$ cat config.mk
export PLATFORM = sky130hd
export DESIGN_NAME = alu_issue_unit
export DESIGN_NICKNAME = d
export VERILOG_FILES = /design/src/rtl/alu_issue_unit.sv
export SDC_FILE = /design/constraint.sdc
export NUM_CORES = 1
export LEC_CHECK = 0
export CORE_ASPECT_RATIO = 0.6
export CORE_UTILIZATION = 55
export DETAILED_ROUTE_END_ITERATION = 10
export PLACE_DENSITY = 0.92
export SYNTH_ARGS = -nofsm -noshare
export SYNTH_HDL_FRONTEND = slang
export SYNTH_SLANG_ARGS = --single-unit
$ cat constraint.sdc
create_clock -name clk -period 6.45 [get_ports clk]
set_clock_uncertainty 0.05 [all_clocks]
set_input_delay 0.645 -clock clk [delete_from_list [all_inputs] [get_ports clk]]
set_output_delay 0.645 -clock clk [all_outputs]
set_load 0.05 [all_outputs]
$ cat src/rtl/alu_issue_unit.sv
// Issue/writeback stage feeding an external combinational ALU; 2 edges from accept to regfile write.
// Backpressure: instr_ready is high only in IDLE, so at most one instruction is accepted every 3 cycles.
module alu_issue_unit #(
    parameter int DATA_WIDTH = 16,
    parameter int REG_COUNT  = 8,
    parameter int REG_ADDR_W = 3
) (
    input  logic                  clk,
    input  logic                  rst,
    input  logic                  instr_valid,
    output logic                  instr_ready,
    input  logic [2:0]            instr_op,
    input  logic [REG_ADDR_W-1:0] instr_rd,
    input  logic [REG_ADDR_W-1:0] instr_rs1,
    input  logic [REG_ADDR_W-1:0] instr_rs2,
    input  logic                  instr_use_imm,
    input  logic [DATA_WIDTH-1:0] instr_imm,
    output logic [2:0]            alu_op,
    output logic [DATA_WIDTH-1:0] alu_a,
    output logic [DATA_WIDTH-1:0] alu_b,
    input  logic [DATA_WIDTH-1:0] alu_f,
    output logic                  wb_valid,
    output logic [REG_ADDR_W-1:0] wb_rd,
    output logic [DATA_WIDTH-1:0] wb_data,
    output logic                  div_zero,
    input  logic [REG_ADDR_W-1:0] dbg_addr,
    output logic [DATA_WIDTH-1:0] dbg_data
);

    localparam logic [2:0] OP_DIV = 3'b011;

    typedef enum logic [1:0] {IDLE, EXEC, WB} state_t;

    state_t                  state_q, state_d;
    logic [2:0]              op_q, op_d;
    logic [REG_ADDR_W-1:0]   rd_q, rd_d;
    logic [DATA_WIDTH-1:0]   a_q, a_d;
    logic [DATA_WIDTH-1:0]   b_q, b_d;
    logic [DATA_WIDTH-1:0]   res_q, res_d;
    logic                    dz_q, dz_d;
    logic                    wr_en;
    logic [DATA_WIDTH-1:0]   regs_q [REG_COUNT];
    logic [DATA_WIDTH-1:0]   rs1_val, rs2_val;

    // Register 0 is hardwired to zero on every read path.
    assign rs1_val  = (instr_rs1 == '0) ? '0 : regs_q[instr_rs1];
    assign rs2_val  = (instr_rs2 == '0) ? '0 : regs_q[instr_rs2];
    assign dbg_data = (dbg_addr == '0) ? '0 : regs_q[dbg_addr];

    assign alu_op  = op_q;
    assign alu_a   = a_q;
    assign alu_b   = b_q;
    assign wb_rd   = rd_q;
    assign wb_data = res_q;

    always_comb begin
        state_d     = state_q;
        op_d        = op_q;
        rd_d        = rd_q;
        a_d         = a_q;
        b_d         = b_q;
        res_d       = res_q;
        dz_d        = dz_q;
        wr_en       = 1'b0;
        instr_ready = 1'b0;
        wb_valid    = 1'b0;
        div_zero    = 1'b0;
        case (state_q)
            IDLE: begin
                instr_ready = 1'b1;
                if (instr_valid) begin
                    op_d    = instr_op;
                    rd_d    = instr_rd;
                    a_d     = rs1_val;
                    b_d     = instr_use_imm ? instr_imm : rs2_val;
                    state_d = EXEC;
                end
            end
            EXEC: begin
                // Divide by zero is resolved here so an undefined ALU result never reaches the regfile.
                if (op_q == OP_DIV && b_q == '0) begin
                    res_d = '1;
                    dz_d  = 1'b1;
                end else begin
                    res_d = alu_f;
                    dz_d  = 1'b0;
                end
                state_d = WB;
            end
            WB: begin
                wb_valid = 1'b1;
                div_zero = dz_q;
                wr_en    = (rd_q != '0);
                dz_d     = 1'b0;
                state_d  = IDLE;
            end
            default: state_d = IDLE;
        endcase
    end

    always_ff @(posedge clk or posedge rst) begin
        if (rst) begin
            state_q <= IDLE;
            op_q    <= '0;
            rd_q    <= '0;
            a_q     <= '0;
            b_q     <= '0;
            res_q   <= '0;
            dz_q    <= 1'b0;
            for (int i = 0; i < REG_COUNT; i++) begin
                regs_q[i] <= '0;
            end
        end else begin
            state_q <= state_d;
            op_q    <= op_d;
            rd_q    <= rd_d;
            a_q     <= a_d;
            b_q     <= b_d;
            res_q   <= res_d;
            dz_q    <= dz_d;
            if (wr_en) begin
                regs_q[rd_q] <= res_q;
            end
        end
    end

endmodule

# Yosys cells after proc, flatten, opt, wreduce, memory -nomap -nowiden
# Cells that the tools add are included.
dict set report classes {
  n_mux 25
  bitwise 4
  reduce_logical 10
  magnitude_cmp 5
  n_eq_ne 4
}
# op count
set ops {}
lappend ops {{16-bit two-way mux} 12}
lappend ops {{16-bit binary-select mux with 3-bit select} 3}
lappend ops {{128-bit bitwise mux} 1}
lappend ops {{16-bit demux with 3-bit select} 1}
lappend ops {{4-bit >= comparator, second input constant} 4}
lappend ops {{16-bit zero test} 1}
lappend ops {{3-bit NOT with 4-bit output} 4}
lappend ops {{3-bit zero test} 3}
lappend ops {{1-bit two-way mux} 5}
lappend ops {{4-bit by 1-bit < comparator with 1-bit output, second input constant} 1}
lappend ops {{2-bit one-hot mux with 2 select lines} 1}
lappend ops {{3-bit by 2-bit == test with 1-bit output, second input constant} 1}
lappend ops {{3-bit nonzero test} 1}
lappend ops {{2-bit by 1-bit == test with 1-bit output, second input constant} 1}
lappend ops {{2-bit == test, second input constant} 1}
lappend ops {{1-bit logical AND} 2}
lappend ops {{2-bit zero test} 1}
lappend ops {{2-bit two-way mux} 1}
lappend ops {{2-bit inequality test, second input constant} 1}
lappend ops {{1-bit one-hot mux with 2 select lines} 1}
lappend ops {{2-bit AND reduction} 1}
lappend ops {{2-bit nonzero test} 1}
dict set report totals {
  register_bits 185
  in_bits 51
  out_inout_bits 73
  word_cells 63
}

# Logic depth before layout (Yosys ltp)
# Gate-level depths: netlist (run 1).
dict set report depth {
  word_depth 6
  depth_mapped 7
}

# Least setup slack after synthesis (run 1)
# OpenSTA, ideal clock, no wires.
dict set report synth_path {
  kind {input -> output}
  startpoint {input dbg_addr[1]}
  endpoint {output dbg_data[15]}
  arrival_ns 2.525
  required_ns 5.755
  slack_ns 3.230
  n_path_buf 3
  path_stages 6
  cell_sequence {buf_2 > nor2b_1 > clkbuf_1 > buf_2 > a22oi_1 > o21ai_0}
}
dict set report synth_via {
  elab_chain_cells 5
}
# item line_no
set synth_lines {}
lappend synth_lines {{from (decl)} 26} ;# input logic [REG_ADDR_W-1:0] dbg_addr,
lappend synth_lines {{3-bit NOT with 4-bit output (not written as such)} 48} ;# assign dbg_data = (dbg_addr == '0) ? '0 : regs_q[dbg_addr];
lappend synth_lines {{16-bit binary-select mux with 3-bit select} 48}
lappend synth_lines {{16-bit two-way mux (not written as such) (2 in a row)} 48}
lappend synth_lines {{16-bit two-way mux *} 48}
lappend synth_lines {{to (decl)} 27} ;# output logic [DATA_WIDTH-1:0] dbg_data
# Mark *: on every way between the ends. The rest lies on a longest branch, timed or not. The select of a mux whose other input is x is not followed.

# Final worst setup path (run 1)
dict set report layout_path {
  startpoint {input dbg_addr[0]}
  endpoint {output dbg_data[5]}
}
# The elaborated chain is that of the path after synthesis.

==> run summary, run 1 <==
Status - finished, final reports clean
Starting Density - 0.569
Sequential share of the synthesized area - 0.453
Post-synth ARST share - 1.00
H-tree depth - 4
Drt via density - 6.70
Clock buffer depth - 2
Final setup margin - 2150 ps
Critical Path Start Type - input port
Vias - 7,103
Setup Fix Bufs, Post-CTS - 0
Share of layout cells above drive strength 1 - 0.294
Post-synth EDFFs - 0
Worst setup EP type - output pin
Post-DR wirelength/cell - 25.3 microns
Tightest Hold Check Type - reg2reg
CTS Hold Bufs - 0
DP Worst Slack - 2300 ps
CP required - 5750 ps
Delay-heaviest family, CP - buffers and inverters
HPWL Detailed - 16,600 microns
Syn_nets - 785
Fin crit share - 0.666
Top_reg_cell synth - dfrtp_1
Die Span Y - 103 microns
Gpl congestion - 0.860
Pwr Density - 523 nW/um^2
Pins over their slew limit - 0
Number of diodes - 0
Final ANT Viol Nets - 0
Max FO, Critical Path - 33
Rel. slew slack - 0.0886
Cell Area, Synth - 9330 sq um
Synth-to-layout area growth - 19.5%
Synth warn - 0
Critical Path, Cell by Cell - clkdlybuf4s50_1 > buf_4 > nor2b_1 > buf_4 > a221oi_1 > a21oi_1 > clkdlybuf4s50_1
CTS tree - done
WL final - 26,800 microns
Slew @ Worst Pin - 1360 ps
Period minus WS final - 4300 ps
Arrival @ worst endpoint - 3600 ps
Worst vdd rail ir drop - 0.282 mV
# nets final - 877
Dominant cell type by area after synthesis - dfrtp_1
RSZ-0062 raised after global routing - no
CTS sink cnt - 169
Total die area - 17,500 sq um
Max_cap viols - 0
Count of final setup violators - 0
Syn Inst Count - 729
Leakage power figure - 4.67 nW
CP max stage delay - 860 ps
Die Wd - 170 microns
First-pass DRT Iterations - 5
Cell variety after synth - 45
Clk Latency, worst-skew pair - 430 ps
Reg clk slew, reported paths - 60 ps
Cts bufs inserted - 17
Final core occ - 0.680
CTS resizes - 0
Final Hold Viols - 0
Congestion Overflow GR - 0
Setup CP Type - in2out
GRT Resource Usage Total - 0.321
Vias in the first global route - 7,012
Initial DRC count - 735
Final TNS setup - 0 ps
Synth area leaders - dfrtp_1, mux2_2, mux4_2, mux2i_1, a221oi_1
Num ports - 124
First-pass GRT wire length - 41,000 microns
Largest net degree at the start of global routing - 110
Slowest cell on crit path - clkdlybuf4s50_1
# DRC - 0
Share of the synthesized area in the top cell type - 0.453
Number of antenna violations at the first check in global routing - 0
Power consumption - 5.83 mW
CP bufs+invs - 4
FILL cells - 1,157
Row count - 36
CTS root buf - clkbuf_16
Port buffer count - 123
FF+latch count, synth - 169
Synth Area per Inst - 12.8 sq um
Core area - 16,400 sq um
F_max - 0.233 GHz
sequential cells by signal, summed over array words and instances (netlist names):
register,flops
wb_rd,3
alu_op,3
alu_b,16
alu_a,16
state_q,2
dz_q,1
regs_q,112
wb_data,16
path summary, 6_finish.rpt:
kind / from / to / slack (ps) / cells past startpoint
hold / removal: alu_a[5]$_DFFE_PP0P_ / alu_a[5]$_DFFE_PP0P_ / 430 / 2
setup reg to reg: state_q[0]$_DFFE_PP0P_ / regs_q[59]$_DFFE_PP0P_ / 3810 / 5
min in group asynchronous: rst / wb_data[11]$_DFFE_PP0N_ / 750 / 2
setup / recovery: dbg_addr[0] / dbg_data[5] / 2150 / 7
hold reg to reg: alu_a[5]$_DFFE_PP0P_ / alu_a[5]$_DFFE_PP0P_ / 430 / 2
max in group asynchronous: rst / regs_q[47]$_DFFE_PP0P_ / 4230 / 3
cells in the mapped netlist (2+ instances only):
master,number
a2111oi_1,10
a2111oi_2,2
a21oi_1,19
a221oi_1,33
buf_2,18
buf_4,12
buf_6,10
clkbuf_1,20
dfrtp_1,169
ha_1,5
inv_1,20
mux2_2,153
mux2i_1,42
mux4_2,33
nand2_1,38
nand2b_1,2
nand2b_4,2
nand4b_2,3
nor2_1,17
nor2b_1,34
nor4_1,4
o21ai_0,3
o22a_1,16
o22ai_1,14
o31ai_1,30
worst reg2reg max path, stage by stage (launching register included):
cell,delay (ps)
dfrtp_1,400
inv_1,130
ha_1,460
nand2_1,160
nor3_4,870
mux2_2,430
metrics by stage:
step                hold WS, ps  instance area, sq um  instances
finish                      432                 11200       1060
global route                454                 11200       1060
CTS                         432                 11200       1060
detailed placement          418                 10600       1030
global placement            411                 10600       1030
floorplan                   423                  9330        729
cell families (layout without fill, tap and decap cells):
kind of cell               Yosys count  in the layout  share of synthesized area
AOI/OAI and AO/OA                  131            131                      0.109
muxes                              229            229                      0.312
adders and majority gates            5              5                    0.00670
buffers and inverters               83            186                     0.0505
and+or+nand+nor                    112            112                     0.0685
DFF                                169            169                      0.453
layer usage:
layer | track usage | share of wire
met1 | 0.443 | 0.42
met2 | 0.480 | 0.44
met3 | 0.103 | 0.12
met4 | 0.118 | 0.023
met5 | 0 | 0
power breakdown:
| group | switching (mW) | internal (mW) |
|---|---|---|
| combinational | 1.42 | 1.17 |
| sequential | 0.639 | 1.56 |
| clock | 0.412 | 0.624 |
| total | 2.47 | 3.36 |
layout make-up:
type                       count  area (sq um)  area share
clock inverter                 8           121      0.0109
tap                          228           285      0.0256
multi-input combinational    477          4650       0.417
timing repair buffer         136          1320       0.119
sequential                   169          4230       0.379
inverter                      20          80.1     0.00718
clock buffer                  22           464      0.0416
cell usage in the layout, fill, tap and decap left out, types with 4 or more instances in the layout:
| cell type | instances |
|---|---|
| o22a_1 | 16 |
| o31ai_1 | 30 |
| ha_1 | 5 |
| o22ai_1 | 14 |
| mux2i_1 | 42 |
| nor2_1 | 17 |
| dfrtp_1 | 169 |
| clkdlybuf4s50_1 | 122 |
| a221oi_1 | 33 |
| nand2_1 | 37 |
| inv_1 | 19 |
| buf_4 | 13 |
| clkbuf_16 | 17 |
| mux4_2 | 33 |
| nor2b_1 | 33 |
| mux2_2 | 153 |
| a2111oi_1 | 10 |
| a21oi_1 | 19 |
| nor4_1 | 4 |
Note: power is estimated with default switching activity, not from simulation.
==> run 2, diff against run 1 <==
Settings changed: CORE_UTILIZATION 55 to 50, PLACE_DENSITY 0.92 to 0.88.
Clock period 6.45 ns to 3.5 ns, I/O delays scaled along.
==> run summary, run 2 (synthesized netlist as in run 1, its figures left out) <==
Status - finished, final reports clean
Cts bufs inserted - 17
Reg area - 4230 sq um
Final core occ - 0.634
R2R Setup Slk - 950 ps
# DRC - 0
Max reg flops - 112
Most frequent cells in the layout - dfrtp_1, mux2_2, clkdlybuf4s50_1, mux2i_1, nand2_1
Placed inst area - 10,900 sq um
GRT Resource Usage Total - 0.306
Comb pwr share - 0.457
Slowest cell on crit path - clkdlybuf4s50_1
Congestion Overflow GR - 0
DP Worst Slack - 713 ps
Die Wd - 178 microns
Synth-to-layout area growth - 23.4%
Worst setup EP type - output pin
Share of layout cells above drive strength 1 - 0.333
First-pass GRT wire length - 43,400 microns
CTS tree - done
Number of antenna violations at the first check in global routing - 0
Reg clk slew, reported paths - 70 ps
H-tree depth - 4
HPWL Detailed - 18,800 microns
F_max - 0.352 GHz
Clock power frac - 0.172
Drt via density - 6.64
Die Span Y - 108 microns
Count of final setup violators - 0
Vias in the first global route - 7,128
Gpl congestion - 0.934
Setup CP Type - reg2out
Largest net degree at the start of global routing - 63
Critical Path Start Type - register
Final ANT Viol Nets - 0
Clk Latency, worst-skew pair - 430 ps
Initial DRC count - 742
RSZ-0062 raised after global routing - no
Delay-heaviest family, CP - buffers and inverters
Critical Path, Cell by Cell - inv_1 > ha_1 > and2_1 > clkdlybuf4s50_1
Final Hold Viols - 0
Sw Share - 0.433
Num ports - 124
Starting Density - 0.514
Slew @ Worst Pin - 1390 ps
Post-DR wirelength/cell - 25.9 microns
Pins over their slew limit - 0
Total die area - 19,200 sq um
# nets final - 895
Row count - 38
Core area - 18,200 sq um
Setup Fix Bufs, Post-CTS - 0
Rel. slew slack - 0.0730
Register with the most flip-flops - regs_q
Port buffer count - 123
Tightest Hold Check Type - in2async
Final TNS setup - 0 ps
R2R cell count - 4
Clock buffer depth - 2
Final instance area - 11,500 sq um
Seq pwr share - 0.372
CTS root buf - clkbuf_16
Vias - 7,248
First-pass DRT Iterations - 7
CP max stage delay - 790 ps
Pint - 6.29 mW
CTS sink cnt - 169
Worst vdd rail ir drop - 0.644 mV
Final setup margin - 655 ps
Fin crit share - 0.813
Arrival @ worst endpoint - 2440 ps
Multi-input logic area - 4650 sq um
Reg2reg end - regs_q[27]$_DFFE_PP0P_
R2R Path Start - state_q[0]$_DFFE_PP0P_
CTS Hold Bufs - 0
CP required - 3100 ps
Max FO, Critical Path - 10
Sw power - 4.80 mW
CP bufs+invs - 2
FILL cells - 1,355
Commonest non-fill, non-tap cell in the layout - dfrtp_1
Leakage power figure - 4.85 nW
Number of diodes - 0
Max_cap viols - 0
Period minus WS final - 2840 ps
CTS resizes - 0
WL final - 28,300 microns
Pwr Density - 963 nW/um^2
[run 2: power by group through the flow]
stage                     registers (mW)  logic [mW]  clock network, mW
after floorplan                     4.57        2.58                  0
after global placement              3.99        4.90                  0
after detailed placement            4.06        5.00                  0
after CTS                           4.05        5.05               1.92
after global routing                4.23        5.33               2.00
final                               4.12        5.06               1.91
[run 2: per-stage QoR]
| stage | power [mW] | hold WS, ps | std cells |
|---|---|---|---|
| finish | 11.1 | 346 | 1091 |
| global route | 11.6 | 421 | 1091 |
| CTS | 11.0 | 375 | 1091 |
| detailed placement | 9.06 | 420 | 1060 |
| global placement | 8.89 | 413 | 1060 |
| floorplan | 7.15 | 423 | 729 |
[run 2: final cells by class]
type	count	area share
Multi-Input combinational cell	477	0.404
Sequential cell	169	0.367
Timing Repair Buffer	154	0.146
Clock buffer	18	0.0381
Tap cell	240	0.0261
Clock inverter	13	0.0126
Inverter	20	0.00684
[run 2: worst max path at each step]
stage | end | cells after the start | from
6_report | div_zero | 4 | state_q[0]$_DFFE_PP0P_
5_1_grt | div_zero | 4 | state_q[0]$_DFFE_PP0P_
4_1_cts | div_zero | 4 | state_q[0]$_DFFE_PP0P_
3_5_place_dp | alu_b[12]$_DFFE_PP0P_ | 5 | instr_rs2[1]
3_3_place_gp | alu_b[12]$_DFFE_PP0P_ | 5 | instr_rs2[1]
2_1_floorplan | dbg_data[15] | 6 | dbg_addr[1]
[run 2: metal layers]
metal	track usage	routed length, microns
met2	0.434	12100
met4	0.0902	701
met1	0.424	11700
met3	0.128	3780
met5	0	0
[run 2: worst register-to-register path, cell delays in order (launching register included)]
cell and delay [ps]:
dfrtp_1 400, inv_1 140, ha_1 470, nand4b_2 790
mux2_2 580
